File: src/rtl/spi_flash_init_loader.sv
// spi_flash_init_loader
//   Serves one-byte init_req fetches for the SDRAM power-up image copy by
//   reading an SPI NOR flash (READ 0x03, mode 0) at FLASH_BASE + init_address.
//   Consecutive addresses keep CS low and simply clock out the next byte.
// Ports
//   clk, rst          system clock, synchronous active-high reset
//   init_req          one-cycle request, init_address valid on that cycle
//   init_address[21]  image byte address
//   init_stop[21]     constant IMAGE_LAST
//   init_data[8]      fetched byte, held until the next init_ready
//   init_ready        one-cycle pulse, init_data valid
//   spi_cs_n/sck/mosi flash select (active low), clock (idles low), cmd/addr out
//   spi_miso          flash data in
module spi_flash_init_loader #(
  parameter logic [23:0] FLASH_BASE  = 24'h100000,
  parameter logic [20:0] IMAGE_LAST  = 21'h1FFFFF,
  parameter int          CLK_DIV     = 2,
  parameter int          CS_HIGH_CYC = 4
) (
  input  logic        clk,
  input  logic        rst,
  input  logic        init_req,
  input  logic [20:0] init_address,
  output logic [20:0] init_stop,
  output logic [7:0]  init_data,
  output logic        init_ready,
  output logic        spi_cs_n,
  output logic        spi_sck,
  output logic        spi_mosi,
  input  logic        spi_miso
);
  localparam int DW = (CLK_DIV > 1) ? $clog2(CLK_DIV) : 1;
  localparam int CW = (CS_HIGH_CYC > 1) ? $clog2(CS_HIGH_CYC) : 1;

  typedef enum logic [2:0] {S_DESEL, S_IDLE, S_CMD, S_DATA, S_HOLD} state_t;

  state_t        state, state_nxt;
  logic [DW-1:0] div;
  logic [CW-1:0] des_cnt;
  logic          sck, pend;
  logic [5:0]    bit_cnt;
  logic [31:0]   shift;
  logic [7:0]    rx;
  logic [20:0]   next_addr, pend_addr, load_addr;
  logic          stream_open;
  logic          shifting, phase_end, rise, fall, des_done, load, seq_hit, cmd_last, byte_done;

  assign init_stop = IMAGE_LAST;
  assign spi_sck   = sck;

  // SCK only runs while a command or data byte is in flight; elsewhere it is parked low.
  assign byte_done = (state == S_DATA) && (bit_cnt == 6'd8);
  assign shifting  = (state == S_CMD) || ((state == S_DATA) && !byte_done);
  assign phase_end = (div == DW'(CLK_DIV - 1));
  assign rise      = shifting && phase_end && !sck;
  assign fall      = shifting && phase_end && sck;
  assign cmd_last  = (state == S_CMD) && fall && (bit_cnt == 6'd31);
  assign des_done  = (des_cnt == CW'(CS_HIGH_CYC - 1));
  assign seq_hit   = stream_open && init_req && (init_address == next_addr);

  // A request parked while deselected (stream break or early req) starts on its own.
  assign load_addr = (state == S_DESEL && pend) ? pend_addr : init_address;
  assign load      = ((state == S_IDLE) && init_req) ||
                     ((state == S_DESEL) && des_done && (pend || init_req));

  always_ff @(posedge clk) begin
    if (rst) state <= S_DESEL;
    else     state <= state_nxt;
  end

  always_comb begin
    state_nxt = state;
    unique case (state)
      S_DESEL: if (des_done) state_nxt = (pend || init_req) ? S_CMD : S_IDLE;
      S_IDLE:  if (init_req) state_nxt = S_CMD;
      S_CMD:   if (cmd_last) state_nxt = S_DATA;
      S_DATA:  if (byte_done) state_nxt = S_HOLD;
      S_HOLD:  if (init_req) state_nxt = seq_hit ? S_DATA : S_DESEL;
      default: state_nxt = S_DESEL;
    endcase
  end

  always_comb begin
    spi_cs_n    = 1'b1;
    spi_mosi    = 1'b0;
    stream_open = 1'b0;
    unique case (state)
      S_CMD:   begin spi_cs_n = 1'b0; spi_mosi = shift[31]; end
      S_DATA:  spi_cs_n = 1'b0;
      S_HOLD:  begin spi_cs_n = 1'b0; stream_open = 1'b1; end
      default: ;
    endcase
  end

  always_ff @(posedge clk) begin
    if (rst) begin
      div        <= '0;
      sck        <= 1'b0;
      des_cnt    <= '0;
      pend       <= 1'b0;
      pend_addr  <= '0;
      bit_cnt    <= '0;
      shift      <= '0;
      rx         <= '0;
      next_addr  <= '0;
      init_data  <= 8'h00;
      init_ready <= 1'b0;
    end else begin
      init_ready <= 1'b0;

      if (shifting) begin
        if (phase_end) begin
          div <= '0;
          sck <= !sck;
        end else begin
          div <= div + DW'(1);
        end
      end else begin
        div <= '0;
        sck <= 1'b0;
      end

      if (rise) rx <= {rx[6:0], spi_miso};
      // MOSI advances on the falling edge so it is stable across the next rise.
      if (fall) begin
        shift   <= {shift[30:0], 1'b0};
        bit_cnt <= cmd_last ? 6'd0 : bit_cnt + 6'd1;
      end

      if (state == S_DESEL) begin
        des_cnt <= des_done ? '0 : des_cnt + CW'(1);
        if (!des_done && init_req && !pend) begin
          pend      <= 1'b1;
          pend_addr <= init_address;
        end
      end

      if (byte_done) begin
        init_data  <= rx;
        init_ready <= 1'b1;
        bit_cnt    <= '0;
      end

      if (state == S_HOLD && init_req) begin
        if (seq_hit) begin
          next_addr <= next_addr + 21'd1;
          bit_cnt   <= '0;
        end else begin
          pend      <= 1'b1;
          pend_addr <= init_address;
          des_cnt   <= '0;
        end
      end

      if (load) begin
        shift     <= {8'h03, FLASH_BASE + {3'b000, load_addr}};
        next_addr <= load_addr + 21'd1;
        bit_cnt   <= '0;
        pend      <= 1'b0;
      end
    end
  end
endmodule
File: config.mk
export PLATFORM = sky130hd
export DESIGN_NAME = spi_flash_init_loader
export DESIGN_NICKNAME = d
export VERILOG_FILES = /design/src/rtl/spi_flash_init_loader.sv
export SDC_FILE = /design/constraint.sdc
export NUM_CORES = 1
export LEC_CHECK = 0
export BUFFER_PORTS_ARGS = -buffer_cell sky130_fd_sc_hd__buf_2
export CAP_MARGIN = 15
export CORE_ASPECT_RATIO = 0.5
export CORE_MARGIN = 1.5
export CORE_UTILIZATION = 35
export CTS_BUF_LIST = sky130_fd_sc_hd__clkbuf_8
export DETAILED_ROUTE_END_ITERATION = 10
export PLACE_DENSITY = 0.53
export SYNTH_ARGS = -nofsm -noshare
export SYNTH_HDL_FRONTEND = slang
export SYNTH_SLANG_ARGS = --single-unit
File: constraint.sdc
create_clock -name clk -period 4.95 [get_ports clk]
set_input_delay 0.2475 -clock clk [delete_from_list [all_inputs] [get_ports clk]]
set_output_delay 0.2475 -clock clk [all_outputs]
set_load 0.005 [all_outputs]
==> out/results.ini, run 1 <==
[status]
status = completed

[floorplanning]
core_um2 = 16300
boundaryPins = 58
die_h_um = 94.1
die_w_um = 185
initial_core_util = 0.356
die_area_um2 = 17400
placementRows = 33

[clock_network]
ctsResizeCount = 0
cts_htree_levels = 3
clock_latency_ns = 0.38
cts_hold_buffers = 0
cts_sinks = 105
cts.clk_slew.worst_paths_ns = 0.11
numCtsBuffers = 9
cts-root-buf = clkbuf_8
postCtsSetupRepairBufs = 0
cts_tree = done
clock_path_buffers = 2

[place]
io_buffers = 36
routabilityCongestion = 0.848
dp_hpwl_um = 10400
dp_slack_ns = 1.34

[worst_setup_path]
startpoint_type = flip-flop
slowest_delay_ns = 0.51
cp_slowest_cell = dfxtp_1
startpoint = state[0]$_SDFFE_PP0P_
critPathKind = flip-flop to flip-flop
cp_cell_sequence = nor4b_4 -> buf_4 -> nand2_1 -> a21oi_1 -> a21o_1 -> ha_1 -> o2111ai_1 -> o22ai_4 -> nand4_2 -> o21ai_0 -> or4b_1 -> o21ai_0
path_max_fanout = 26
worstPathArrival_ns = 3.96
endpoint_kind = flip-flop
r2r_start = state[0]$_SDFFE_PP0P_
cp.required_ns = 5.25
cp_top_family = simple AND/OR/NAND/NOR gates
crit_path_frequent_cell = o21ai_0
worst-path-buf-inv = 1

[timing]
setup_viol = 0
period_share = 0.740
fmax_mhz = 273
min_period_ns = 3.66
worst_slew_pin_slew_ns = 0.844
setup_slack_ns = 1.29
setup_tns_ns = 0
grt_setup_unrepaired = false
maxSlewHeadroom = 0.437
finClkSkew_ns = 0.0108
slew_viol_final = 0
hold_viol = 0

[hold_path]
hp-start = spi_miso
hold_class = input pin to flip-flop

[layout]
layout_common_cells = dfxtp_1 (105), nand2_1 (95), nor2_1 (87), mux2i_1 (61), buf_2 (36)
nets = 736
fillers = 1728
syn2layout_area_growth_pct = 8.04
drive_gt1_frac = 0.118
diodes = 0
final_common_cell = dfxtp_1

[global_routing]
antenna_found_initial = 0
grt_pass1_vias = 4457
grt_use_total = 0.182
grt_pass1_wl_um = 24500
met3_usage = 0.0411
grt_max_degree = 50
grt.busiest_layer = met1
met1_usage = 0.275
grtUsageMet2 = 0.260
globalRouteOverflowTotal = 0

[synth]
synth_edf_count = 0
ys_seq_elements = 105
synthArstFlopShare = 0
ys_seq_area_frac = 0.362
ys_warn_count = 0
synthDistinctLibCells = 60
syn_area_per_cell_um2 = 8.34
synthCells = 696
synth_flop_cell = dfxtp_1
syn_area_um2 = 5800

[route]
vias = 4908
first_pass_iters = 4
viasPerCell = 5.23
drt_iter0_markers = 413
post_drt_wl_per_cell_um = 16.1
routed_wl_um = 15100
drc = 0
antenna_left = 0

[power]
peakVddDrop_mv = 0.187
power_density_nw_per_um2 = 432
power_leakage_nw = 2.34

[run]
max-cap-violations = 0

## routing by layer
metal  up-vias  routed length (um)
met2       132                6180
met1      2359                8030
met5         -                   0
met3        11                 823
li1       2406                   -
met4         0                  99
## final cells by class
class	instances	area [um^2]	share of cell area
multi-input combinational	537	3410	0.544
timing repair buffer	47	263	0.0419
clock inverter	6	48.8	0.00778
tap	227	284	0.0453
inverter	7	26.3	0.00419
clock buffer	10	138	0.0220
sequential	105	2100	0.335
## synth_stat cells (9+ instances only)
master | number | area, um^2
a211oi_1 | 22 | 165
a21oi_1 | 18 | 90.1
and3_1 | 17 | 106
buf_4 | 21 | 158
clkbuf_1 | 34 | 128
dfxtp_1 | 105 | 2100
mux2_2 | 10 | 113
mux2i_1 | 61 | 611
nand2_1 | 95 | 357
nand3_1 | 21 | 105
nand4_1 | 12 | 75.1
nor2_1 | 87 | 327
nor3_1 | 18 | 90.1
o22ai_1 | 9 | 56.3
xnor2_1 | 25 | 219
xor2_1 | 34 | 298
## worst register-to-register path: stages (launching register included)
cell and delay (ns):
dfxtp_1 0.51, nor4b_4 0.34, buf_4 0.40, nand2_1 0.13
a21oi_1 0.25, a21o_1 0.13, ha_1 0.22, o2111ai_1 0.19
o22ai_4 0.25, nand4_2 0.38, o21ai_0 0.27, or4b_1 0.44
o21ai_0 0.08
## power by group
part,internal [W],leakage [nW],switching [W]
Sequential,0.00101,0.852,0.000164
Clock,0.000205,0.0970,0.000330
Combinational,0.000423,1.39,0.000574
## cells by family (layout without fill, tap and decap cells)
logic type,after synthesis,after routing,synth area share
adder cells (fa/ha/maj),4,4,0.00862
multiplexers,71,71,0.125
flip-flops,105,105,0.362
AND/OR/NAND/NOR,284,284,0.230
other,1,21,0.000646
XOR/XNOR,59,59,0.0890
buffers and inverters,74,70,0.0645
AO/OA/AOI/OAI,98,98,0.120
## flip-flops by register name (all words and copies together), names as in the netlist
register,flops
init_data,8
next_addr,21
div,1
shift,32
rx,8
des_cnt,2
pend,1
state,3
init_ready,1
pend_addr,21
bit_cnt,6
spi_sck,1
## final timing paths
kind	end	slack (ns)	cells after the start
worst min-delay path	rx[0]$_SDFFE_PP0P_	0.10	3
worst max register to register	next_addr[10]$_SDFFE_PP0P_	1.29	12
worst max-delay path	next_addr[10]$_SDFFE_PP0P_	1.29	12
worst min register to register	shift[30]$_SDFFE_PP0N_	0.46	2
## per-stage QoR
stage,hold WS (ns),util,total power (W),cell area (um^2),std cells
floorplan,0.394,-,0.00194,5880,716
global placement,0.442,0.373,0.00217,6080,923
finish,0.103,0.384,0.00271,6270,939
CTS,0.0810,0.384,0.00272,6270,939
detailed placement,0.444,0.373,0.00218,6080,923
global route,0.133,0.384,0.00288,6270,939
Note: power is estimated with default switching activity, not from simulation.
==> run 2: changes to the inputs <==
==> constraint.sdc (replaced) <==
create_clock -name clk -period 3.5 [get_ports clk]
set_input_delay 0.175 -clock clk [delete_from_list [all_inputs] [get_ports clk]]
set_output_delay 0.175 -clock clk [all_outputs]
set_load 0.005 [all_outputs]
==> out/results.ini, run 2 (synthesis results as in run 1) <==
[timing]
fmax_mhz = 312  ; +14%
min_period_ns = 3.20  ; -0.461 ns
slew_viol_final = 0  ; unchanged
whs_ns = 0.0396  ; -0.0636 ns
setup_tns_ns = 0  ; unchanged
period_share = 0.915  ; +0.175
setup_slack_ns = 0.297  ; -0.989 ns
setup_viol = 0  ; unchanged
grt_setup_unrepaired = false
hold_viol = 0  ; unchanged
finClkSkew_ns = 0.00959  ; -0.00124 ns
worst_slew_pin_slew_ns = 0.687  ; -0.158 ns
maxSlewHeadroom = 0.539  ; +0.102

[floorplanning]
boundaryPins = 58  ; unchanged
die_w_um = 185  ; unchanged
placementRows = 33  ; unchanged
core_um2 = 16300  ; unchanged
initial_core_util = 0.356  ; unchanged
die_h_um = 94.1  ; unchanged
die_area_um2 = 17400  ; unchanged

[worst_setup_path]
endpoint_kind = flip-flop
cp_slowest_cell = or4b_1
startpoint_type = flip-flop
reg2reg_setup_slack_ns = 0.30  ; -0.99 ns
path_max_fanout = 14  ; -46%
r2r_start = des_cnt[0]$_SDFF_PP0_
cp.required_ns = 3.82  ; -1.43 ns
rr_worst_depth = 12  ; unchanged
worstPathArrival_ns = 3.52  ; -0.44 ns
cp_cell_sequence = ha_1 -> or2_2 -> o211a_1 -> and3_1 -> nor2_1 -> ha_1 -> o2111ai_1 -> o22ai_4 -> nand4_2 -> o21ai_0 -> or4b_1 -> o21ai_0
critPathKind = flip-flop to flip-flop
r2r-end = next_addr[10]$_SDFFE_PP0P_
slowest_delay_ns = 0.44  ; -0.07 ns

[clock_network]
clock_path_buffers = 2  ; unchanged
ctsResizeCount = 0  ; unchanged
cts_tree = done
cts_sinks = 105  ; unchanged
cts_hold_buffers = 0  ; unchanged
numCtsBuffers = 9  ; unchanged
cts-root-buf = clkbuf_8
cts.clk_slew.worst_paths_ns = 0.11  ; about the same
cts_htree_levels = 3  ; unchanged
clock_latency_ns = 0.38  ; about the same
postCtsSetupRepairBufs = 0  ; unchanged

[route]
drt_iter0_markers = 291  ; -30%
drc = 0  ; unchanged
routed_wl_um = 15300  ; +1.3%
post_drt_wl_per_cell_um = 16.2  ; +0.31%
antenna_left = 0  ; unchanged
vias = 4963  ; +1.1%
first_pass_iters = 5  ; +1
viasPerCell = 5.24  ; +0.16%

[place]
dp_slack_ns = 0.321  ; -1.02 ns
io_buffers = 36  ; unchanged
dp_hpwl_um = 10700  ; +2.5%
place_area_um2 = 6150  ; +1.1%
routabilityCongestion = 0.828  ; -2.4%

[hold_path]
hp-start = spi_miso
whs_endpoint = rx[0]$_SDFFE_PP0P_
hold_path_depth = 3  ; unchanged
hold_class = input pin to flip-flop

[global_routing]
grt_pass1_vias = 4756  ; +6.7%
grt_pass1_wl_um = 24900  ; +1.7%
grt_use_total = 0.185  ; +0.00222
grt_max_degree = 37  ; -26%
antenna_found_initial = 0  ; unchanged
globalRouteOverflowTotal = 0  ; unchanged

[layout]
final_common_cell = dfxtp_1
final_area_um2 = 6330  ; +0.92%
nets = 745  ; +1.2%
fillers = 1652  ; -4.4%
layout_common_cells = dfxtp_1 (105), nand2_1 (95), nor2_1 (87), mux2i_1 (61), buf_2 (36)
diodes = 0  ; unchanged
ff_latch_area_um2 = 2100  ; unchanged
drive_gt1_frac = 0.130  ; +0.0124
top_regs = shift (32), next_addr (21), pend_addr (21)
largest_reg_flops = 32  ; unchanged
regMostFlops = shift
syn2layout_area_growth_pct = 9.03
multi_input_area_um2 = 3410  ; unchanged

[status]
status = completed

[power]
power_leakage_nw = 2.38  ; +1.7%
power_density_nw_per_um2 = 605  ; +40%
total_power_w = 0.00382  ; +41%
peakVddDrop_mv = 0.236  ; +26%

[run]
max-cap-violations = 0  ; unchanged

run 2: cell types whose count changed in the layout (fill, tap and decap cells not counted):
cell,previous run,this run
buf_4,11,20
clkinv_2,0,2
clkbuf_8,10,9
inv_1,8,7
inv_6,3,4
inv_8,1,0
run 2: where the power goes:
| part | total (W) | internal, W | switching, W |
|---|---|---|---|
| sequential | 0.00164 | 0.00143 | 0.000206 |
| clock | 0.000726 | 0.000267 | 0.000458 |
| combinational | 0.00146 | 0.000619 | 0.000842 |
| total | 0.00382 | 0.00232 | 0.00151 |
run 2: worst max path at each step:
stage / startpoint / to / slack (ns) / cells past startpoint
CTS: des_cnt[0]$_SDFF_PP0_ / next_addr[10]$_SDFFE_PP0P_ / 0.30 / 12
floorplan: des_cnt[0]$_SDFF_PP0_ / next_addr[16]$_SDFFE_PP0P_ / 0.05 / 16
global placement: des_cnt[0]$_SDFF_PP0_ / next_addr[10]$_SDFFE_PP0P_ / 0.38 / 12
global route: des_cnt[0]$_SDFF_PP0_ / next_addr[10]$_SDFFE_PP0P_ / 0.02 / 12
finish: des_cnt[0]$_SDFF_PP0_ / next_addr[10]$_SDFFE_PP0P_ / 0.30 / 12
detailed placement: des_cnt[0]$_SDFF_PP0_ / next_addr[10]$_SDFFE_PP0P_ / 0.32 / 12
run 2: through the flow:
stage / util / instances
5_1_grt: 0.388 / 948
6_report: 0.388 / 948
2_1_floorplan: - / 716
3_3_place_gp: 0.377 / 932
4_1_cts: 0.388 / 948
3_5_place_dp: 0.377 / 932
run 2: critical path, delay by kind of cell (launching register included):
family | cells | cell delay, ns
DFF | 1 | 0.35
and+or+nand+nor | 5 | 1.39
adders and majority gates | 2 | 0.49
AOI/OAI and AO/OA | 5 | 0.93
run 2: layout make-up:
type                            instances  share of cell area
Multi-Input combinational cell        537               0.539
Sequential cell                       105               0.332
Timing Repair Buffer                   56              0.0522
Tap cell                              227              0.0449
Clock buffer                            9              0.0196
Clock inverter                          7             0.00831
Inverter                                7             0.00415
run 2: metal layers:
metal	vias up	global-route usage	share of wire
met5	-	0	0
met4	0	0.0427	0.011
met3	16	0.0376	0.048
met2	123	0.275	0.41
met1	2386	0.270	0.53
li1	2438	-	-
